<file path="src/rtl/brt_usb_20_rx_bit_decoder.sv">
// ---------------------------------------------------------------------------
// brt_usb_20_rx_bit_decoder
//
// USB 2.0 receive bit-level decoder in the recovered-clock domain. One line
// sample arrives per bit_en strobe. The block decodes NRZI, strips stuffed
// bits, detects SYNC and EOP, and assembles LSB-first bytes. Its output is a
// byte stream with packet framing and error flags for the packet layer.
// It supports LS, FS and HS.
//
// Ports
//   clk        in  1  recovered bit-domain clock
//   rst_n      in  1  synchronous active-low reset
//   rx_en      in  1  receiver enable; low forces IDLE next cycle, no pkt_end
//   speed      in  2  0 LS, 1 FS, 2 HS (3 treated as FS); sampled in IDLE
//   bit_en     in  1  strobe: line_dp/line_dm hold a new bit sample
//   line_dp    in  1  sampled D+
//   line_dm    in  1  sampled D-
//   byte_data  out 8  assembled byte, valid with byte_valid
//   byte_valid out 1  one-cycle pulse per byte
//   pkt_start  out 1  one-cycle pulse when SYNC is accepted
//   pkt_end    out 1  one-cycle pulse on EOP or abort
//   pkt_err    out 1  qualifies pkt_end; 1 = packet bad
//   err_code   out 2  0 none, 1 stuff, 2 alignment/squelch, 3 SE0 in SYNC
//   rx_active  out 1  high from pkt_start through pkt_end inclusive
// ---------------------------------------------------------------------------
module brt_usb_20_rx_bit_decoder #(
  parameter int unsigned MIN_SYNC_ZEROS = 3,
  parameter int unsigned STUFF_LEN      = 6
) (
  input  logic       clk,
  input  logic       rst_n,
  input  logic       rx_en,
  input  logic [1:0] speed,
  input  logic       bit_en,
  input  logic       line_dp,
  input  logic       line_dm,
  output logic [7:0] byte_data,
  output logic       byte_valid,
  output logic       pkt_start,
  output logic       pkt_end,
  output logic       pkt_err,
  output logic [1:0] err_code,
  output logic       rx_active
);

  localparam logic [4:0] MIN_ZEROS_C = 5'(MIN_SYNC_ZEROS);
  localparam logic [2:0] STUFF_LEN_C = 3'(STUFF_LEN);
  localparam logic [4:0] ZERO_MAX_C  = 5'd31;

  typedef enum logic [2:0] {
    ST_IDLE      = 3'd0,
    ST_SYNC      = 3'd1,
    ST_DATA      = 3'd2,
    ST_EOP       = 3'd3,
    ST_WAIT_IDLE = 3'd4
  } state_e;

  state_e     state_q, state_d;
  logic [1:0] speed_q, speed_d;
  logic       prev_q, prev_d;          // previous J/K line state, 1 = J
  logic       prev_nxt_s;
  logic [4:0] zero_cnt_q, zero_cnt_d;
  logic [2:0] bit_cnt_q, bit_cnt_d;
  logic [2:0] ones_cnt_q, ones_cnt_d;
  logic [7:0] sreg_q, sreg_d;
  logic [7:0] byte_data_q, byte_data_d;
  logic       byte_valid_q, byte_valid_d;
  logic       pkt_start_q, pkt_start_d;
  logic       pkt_end_q, pkt_end_d;
  logic       pkt_err_q, pkt_err_d;
  logic [1:0] err_code_q, err_code_d;
  logic       rx_active_q, rx_active_d;

  logic [1:0] cur_speed_s;
  logic       is_ls_s, is_hs_s;
  logic       line_se0_s, line_j_s, dec_s;
  logic [7:0] sreg_shift_s;

  // Line-state and NRZI decode of the current sample
  always_comb begin
    // Speed is live while idle so the first K is decoded with the new speed.
    cur_speed_s  = (state_q == ST_IDLE) ? speed : speed_q;
    is_ls_s      = (cur_speed_s == 2'd0);
    is_hs_s      = (cur_speed_s == 2'd2);
    // {1,1} is illegal on the bus and is folded into SE0.
    line_se0_s   = (line_dp == line_dm);
    line_j_s     = !line_se0_s && (is_ls_s ? (!line_dp && line_dm) : (line_dp && !line_dm));
    dec_s        = (line_j_s == prev_q);
    sreg_shift_s = {dec_s, sreg_q[7:1]};
  end

  // Next-state logic for the decoder FSM and all registered outputs
  always_comb begin
    state_d      = state_q;
    speed_d      = (state_q == ST_IDLE) ? speed : speed_q;
    prev_nxt_s   = prev_q;
    zero_cnt_d   = zero_cnt_q;
    bit_cnt_d    = bit_cnt_q;
    ones_cnt_d   = ones_cnt_q;
    sreg_d       = sreg_q;
    byte_data_d  = byte_data_q;
    byte_valid_d = 1'b0;
    pkt_start_d  = 1'b0;
    pkt_end_d    = 1'b0;
    pkt_err_d    = 1'b0;
    err_code_d   = err_code_q;

    if (!rx_en) begin
      state_d = ST_IDLE;
    end else if (bit_en) begin
      case (state_q)
        ST_IDLE: begin
          if (!line_se0_s && !line_j_s) begin
            // First K against the preset J is the first SYNC zero.
            state_d    = ST_SYNC;
            zero_cnt_d = 5'd1;
            prev_nxt_s = 1'b0;
          end else begin
            state_d = ST_IDLE;
          end
        end

        ST_SYNC: begin
          if (line_se0_s) begin
            if (is_hs_s) begin
              state_d = ST_IDLE;
            end else begin
              state_d    = ST_WAIT_IDLE;
              err_code_d = 2'd3;
            end
          end else if (!dec_s) begin
            prev_nxt_s = line_j_s;
            zero_cnt_d = (zero_cnt_q == ZERO_MAX_C) ? zero_cnt_q : (zero_cnt_q + 5'd1);
          end else if (zero_cnt_q >= MIN_ZEROS_C) begin
            state_d     = ST_DATA;
            pkt_start_d = 1'b1;
            err_code_d  = 2'd0;
            bit_cnt_d   = 3'd0;
            ones_cnt_d  = 3'd0;
          end else begin
            state_d = ST_IDLE;
          end
        end

        ST_DATA: begin
          if (line_se0_s) begin
            if (is_hs_s) begin
              // Squelch in the middle of an HS packet: abort.
              state_d    = ST_IDLE;
              pkt_end_d  = 1'b1;
              pkt_err_d  = 1'b1;
              err_code_d = 2'd2;
            end else begin
              state_d    = ST_EOP;
              err_code_d = (bit_cnt_q != 3'd0) ? 2'd2 : err_code_q;
            end
          end else begin
            prev_nxt_s = line_j_s;
            if (ones_cnt_q == STUFF_LEN_C) begin
              if (!dec_s) begin
                // Stuffed zero: drop it without shifting.
                ones_cnt_d = 3'd0;
              end else if (is_hs_s) begin
                // HS EOP is a deliberate stuff violation; the partial byte is dropped.
                state_d   = ST_WAIT_IDLE;
                pkt_end_d = 1'b1;
                pkt_err_d = 1'b0;
              end else begin
                state_d    = ST_WAIT_IDLE;
                pkt_end_d  = 1'b1;
                pkt_err_d  = 1'b1;
                err_code_d = 2'd1;
              end
            end else begin
              sreg_d     = sreg_shift_s;
              ones_cnt_d = dec_s ? (ones_cnt_q + 3'd1) : 3'd0;
              bit_cnt_d  = bit_cnt_q + 3'd1;
              if (bit_cnt_q == 3'd7) begin
                byte_data_d  = sreg_shift_s;
                byte_valid_d = 1'b1;
              end else begin
                byte_valid_d = 1'b0;
              end
            end
          end
        end

        ST_EOP: begin
          if (line_se0_s) begin
            state_d = ST_EOP;
          end else if (line_j_s) begin
            state_d   = ST_IDLE;
            pkt_end_d = 1'b1;
            pkt_err_d = (err_code_q != 2'd0);
          end else begin
            state_d    = ST_WAIT_IDLE;
            pkt_end_d  = 1'b1;
            pkt_err_d  = 1'b1;
            err_code_d = 2'd2;
          end
        end

        ST_WAIT_IDLE: begin
          if (is_hs_s ? line_se0_s : line_j_s) begin
            state_d = ST_IDLE;
          end else begin
            state_d = ST_WAIT_IDLE;
          end
        end

        default: begin
          state_d = ST_IDLE;
        end
      endcase
    end else begin
      state_d = state_q;
    end

    // NRZI reference is preset to J whenever the FSM (re)enters IDLE.
    prev_d = (state_d == ST_IDLE) ? 1'b1 : prev_nxt_s;

    if (!rx_en) begin
      rx_active_d = 1'b0;
    end else if (pkt_start_d) begin
      rx_active_d = 1'b1;
    end else if (pkt_end_q) begin
      rx_active_d = 1'b0;
    end else begin
      rx_active_d = rx_active_q;
    end
  end

  // State and output registers with synchronous active-low reset
  always_ff @(posedge clk) begin
    if (!rst_n) begin
      state_q      <= ST_IDLE;
      speed_q      <= 2'd0;
      prev_q       <= 1'b1;
      zero_cnt_q   <= 5'd0;
      bit_cnt_q    <= 3'd0;
      ones_cnt_q   <= 3'd0;
      sreg_q       <= 8'd0;
      byte_data_q  <= 8'd0;
      byte_valid_q <= 1'b0;
      pkt_start_q  <= 1'b0;
      pkt_end_q    <= 1'b0;
      pkt_err_q    <= 1'b0;
      err_code_q   <= 2'd0;
      rx_active_q  <= 1'b0;
    end else begin
      state_q      <= state_d;
      speed_q      <= speed_d;
      prev_q       <= prev_d;
      zero_cnt_q   <= zero_cnt_d;
      bit_cnt_q    <= bit_cnt_d;
      ones_cnt_q   <= ones_cnt_d;
      sreg_q       <= sreg_d;
      byte_data_q  <= byte_data_d;
      byte_valid_q <= byte_valid_d;
      pkt_start_q  <= pkt_start_d;
      pkt_end_q    <= pkt_end_d;
      pkt_err_q    <= pkt_err_d;
      err_code_q   <= err_code_d;
      rx_active_q  <= rx_active_d;
    end
  end

  assign byte_data  = byte_data_q;
  assign byte_valid = byte_valid_q;
  assign pkt_start  = pkt_start_q;
  assign pkt_end    = pkt_end_q;
  assign pkt_err    = pkt_err_q;
  assign err_code   = err_code_q;
  assign rx_active  = rx_active_q;

endmodule
</file>
<file path="config.mk">
export PLATFORM = sky130hd
export DESIGN_NAME = brt_usb_20_rx_bit_decoder
export DESIGN_NICKNAME = d
export VERILOG_FILES = /design/src/rtl/brt_usb_20_rx_bit_decoder.sv
export SDC_FILE = /design/constraint.sdc
export NUM_CORES = 1
export LEC_CHECK = 0
export CORE_MARGIN = 4
export CORE_UTILIZATION = 40
export CTS_CLUSTER_DIAMETER = 40
export CTS_CLUSTER_SIZE = 10
export DETAILED_ROUTE_END_ITERATION = 8
export PLACE_DENSITY_LB_ADDON = 0.15
export SLEW_MARGIN = 20
export SYNTH_ARGS = -nofsm -noshare
export SYNTH_HDL_FRONTEND = slang
export SYNTH_SLANG_ARGS = --single-unit
</file>
<file path="constraint.sdc">
create_clock -name clk -period 3.4 [get_ports clk]
set_clock_uncertainty 0.1 [all_clocks]
set_input_delay 0.68 -clock clk [delete_from_list [all_inputs] [get_ports clk]]
set_output_delay 0.68 -clock clk [all_outputs]
set_load 0.005 [all_outputs]
</file>
==> qor.yml <==
route:
  routed-via-count: 1933
  detail_route.wirelength_mm: 4.95
  drcViolationCount: 0
  antenna_violating_nets_post_route: 0
  vias_per_cell: 5.21
  route.detailed.wl_per_inst_um: 13.3
  dr.first_iter.drc_count: 106
  drt_pass1_iterations: 4
clock_tree:
  clock_insertion_delay_worst_skew_ps: 290
  clock-sinks: 39
  clk_pin_slew_ps: 80
  cts-buffers-inserted: 5
  cts_tree: "done"
  cts_repair_resize_count: 0
  buffer_type_at_the_clock_tree_root: "clkbuf_8"
  clock_tree.buffer_depth: 2
  h-tree-depth: 2
  cts_hold_repair.buffers: 0
  postCtsSetupRepairBufs: 0
timing:
  drv_slew: 0
  slew_headroom_pct: 67.9
  timing.final.crit_period_ps: 2860
  setup-tns-final_ps: 0
  report.final.setup_viol: 0
  final_hold_viol_count: 0
  finalCritPeriodShare_pct: 84.2
  highest_attainable_clock_frequency_mhz: 349
  worst-slew-pin-transition_ps: 480
  setup_repair_after_global_routing_missed_its_margin: "false"
floorplan:
  top_level_ports: 23
  die_w_um: 80.7
  core_um2: 5110
  start_util_pct: 41.4
  die_y_um: 80.7
  placementRows: 26
  die_area_um2: 6520
finish:
  fraction_of_final_layout_cells_with_drive_strength_greater_than_1_pct: 9.63
  layout.nets: 317
  utilization_pct: 50.2
  area.growth.synth_to_final_pct: 21.1
  num_antenna_cells: 0
status:
  outcome: "complete, no violations"
critical_path:
  criticalPathCategory: "input port to flop"
  setup.worst_path.end_class: "flop"
  critPathSlowestCell: "or4_1"
  crit_family: "simple AND/OR/NAND/NOR gates"
  worstPathMaxFanout: 6
  critical_path.n_buffers_inverters: 2
  path_cells: "clkdlybuf4s50_1 > inv_1 > ha_1 > nor3b_1 > o21ai_1 > and3_1 > or2_1 > a21oi_1 > or4_1 > o211a_1"
  startpoint_type: "input port"
  worst-endpoint-arrival_ps: 2950
  cp_slowest_stage_delay_ps: 490
  timing.critical_path.required_ps: 3490
synthesis:
  synth_seq_cells: 39
  synth-main-ff-cell: "dfxtp_1"
  syn_avg_cell_area_um2: 7.72
  mappedNetlistNets: 291
  synth_sequential_area_ratio_pct: 36.9
  synth_enable_flop_cells: 0
  synth.distinct_cells: 47
  synthArstFlopShare_pct: 0
  syn-instance-count: 274
  mappedNetlistArea_um2: 2120
  synth_warnings: 0
global_route:
  gr-total-overflow: 0
  grt_start_max_net_pins: 30
  grt_usage_pct: 16.0
  antenna_found_initial: 0
  vias_in_the_first_global_route: 1739
  grt_pass1_wl_mm: 8.18
run:
  timing.max_cap.violations: 0
placement:
  place.detailed.hpwl_mm: 3.64
  gp_congestion: 0.862
  port_buffers: 22
power_and_ir_drop:
  vdd_ir_drop_max_v: 0.000154
  total_leakage_power_nw: 0.978
  power-per-cell-area_nw_per_um2: 385
worst_hold_path:
  timing.hold.worst.class: "flop to flop"
per-stage QoR:
step                area, um2  instances  setup slack [ps]  hold slack (ps)  power (mW)
CTS                      2560        371               554              357       0.993
finish                   2560        371               537              356       0.985
global placement         2450        363               298              342       0.606
global route             2560        371               379              374        1.03
detailed placement       2450        363               268              345       0.604
floorplan                2120        274               782              332       0.565
Yosys cell counts, drive strengths merged, types with 6 or more instances:
| library cell | n | area share, % |
|---|---|---|
| nand3 | 6 | 1.4 |
| nor2 | 23 | 4.1 |
| ha | 9 | 5.3 |
| o21a | 6 | 2.1 |
| o21ai | 10 | 2.5 |
| and2 | 6 | 1.8 |
| a21oi | 33 | 7.8 |
| clkbuf | 13 | 2.3 |
| nand2 | 51 | 9.0 |
| inv | 13 | 2.3 |
| dfxtp | 39 | 37 |
kinds of logic (layout without fill, tap and decap cells):
logic type | after synthesis | in the layout | synth area share, %
muxes | 7 | 7 | 3.49
AOI/OAI and AO/OA | 70 | 70 | 20.9
xor gates and xnor gates | 1 | 1 | 0.414
and+or+nand+nor | 120 | 120 | 27.6
adders and majority gates | 9 | 9 | 5.32
buffers and inverters | 28 | 55 | 5.32
DFF | 39 | 39 | 36.9
worst paths after layout:
kind                             startpoint  slack (ps)  depth (start not counted)                   endpoint
setup / recovery                    line_dp         540                         10   err_code[1]$_SDFFE_PN0P_
hold / removal    byte_data[1]$_SDFFE_PN0P_         360                          2  byte_data[1]$_SDFFE_PN0P_
setup reg to reg      state_q[1]$_SDFF_PN0_         880                          7   err_code[1]$_SDFFE_PN0P_
hold reg to reg   byte_data[1]$_SDFFE_PN0P_         360                          2  byte_data[1]$_SDFFE_PN0P_
where the power goes:
part,total (mW),leakage (nW),switching (mW),internal [mW]
Sequential,0.471,0.315,0.00940,0.462
Combinational,0.124,0.605,0.0700,0.0536
Clock,0.391,0.0581,0.172,0.219
Total,0.985,0.978,0.251,0.734
flip-flops by register name, indices dropped and copies added, names as in the netlist, 2 cells and up:
signal	count
bit_cnt_q	3
err_code	2
ones_cnt_q	3
sreg_q	7
byte_data	8
speed_q	2
state_q	3
zero_cnt_q	5
cell type report:
type | count | area, um2
Inverter | 13 | 48.8
Timing Repair Buffer | 34 | 310
Multi-Input combinational cell | 207 | 1220
Clock inverter | 3 | 43.8
Sequential cell | 39 | 781
Fill cell | 537 | 2540
Tap cell | 70 | 87.6
Clock buffer | 5 | 68.8
worst min-delay path: stages, from the launching register on:
cell and delay, ps:
dfxtp_1 310, nand2_1 50, a21oi_1 50
cell usage in the layout, fill, tap and decap left out, types with 2 or more instances in the layout:
master and instances:
nand2_1 51, dfxtp_1 39, a21oi_1 33, nor2_1 23, clkdlybuf4s50_1 22, inv_1 13
buf_4 12, ha_1 9, o21ai_0 8, o21a_1 6, and2_1 6, nand3_1 6
and3_1 5, nor2b_1 5, clkbuf_8 5, nor3_1 4, mux2i_1 4, or4_1 4
nand2b_1 3, mux2_2 3, o31a_1 3, a211oi_1 3, nor3b_1 2, nand4_1 2
o22a_1 2, a311oi_1 2, nor4_1 2
metal layers:
metal  share of wire, %  GRT usage, %  vias up  wire [um]
li1                   -             -     1010          -
met1                 49          22.4      872       2430
met2                 45          24.3       45       2200
met3                4.9          3.44        6        243
met4                1.4          5.41        0         71
met5                  0             0        -          0
Power figures use the tool's default switching activity.
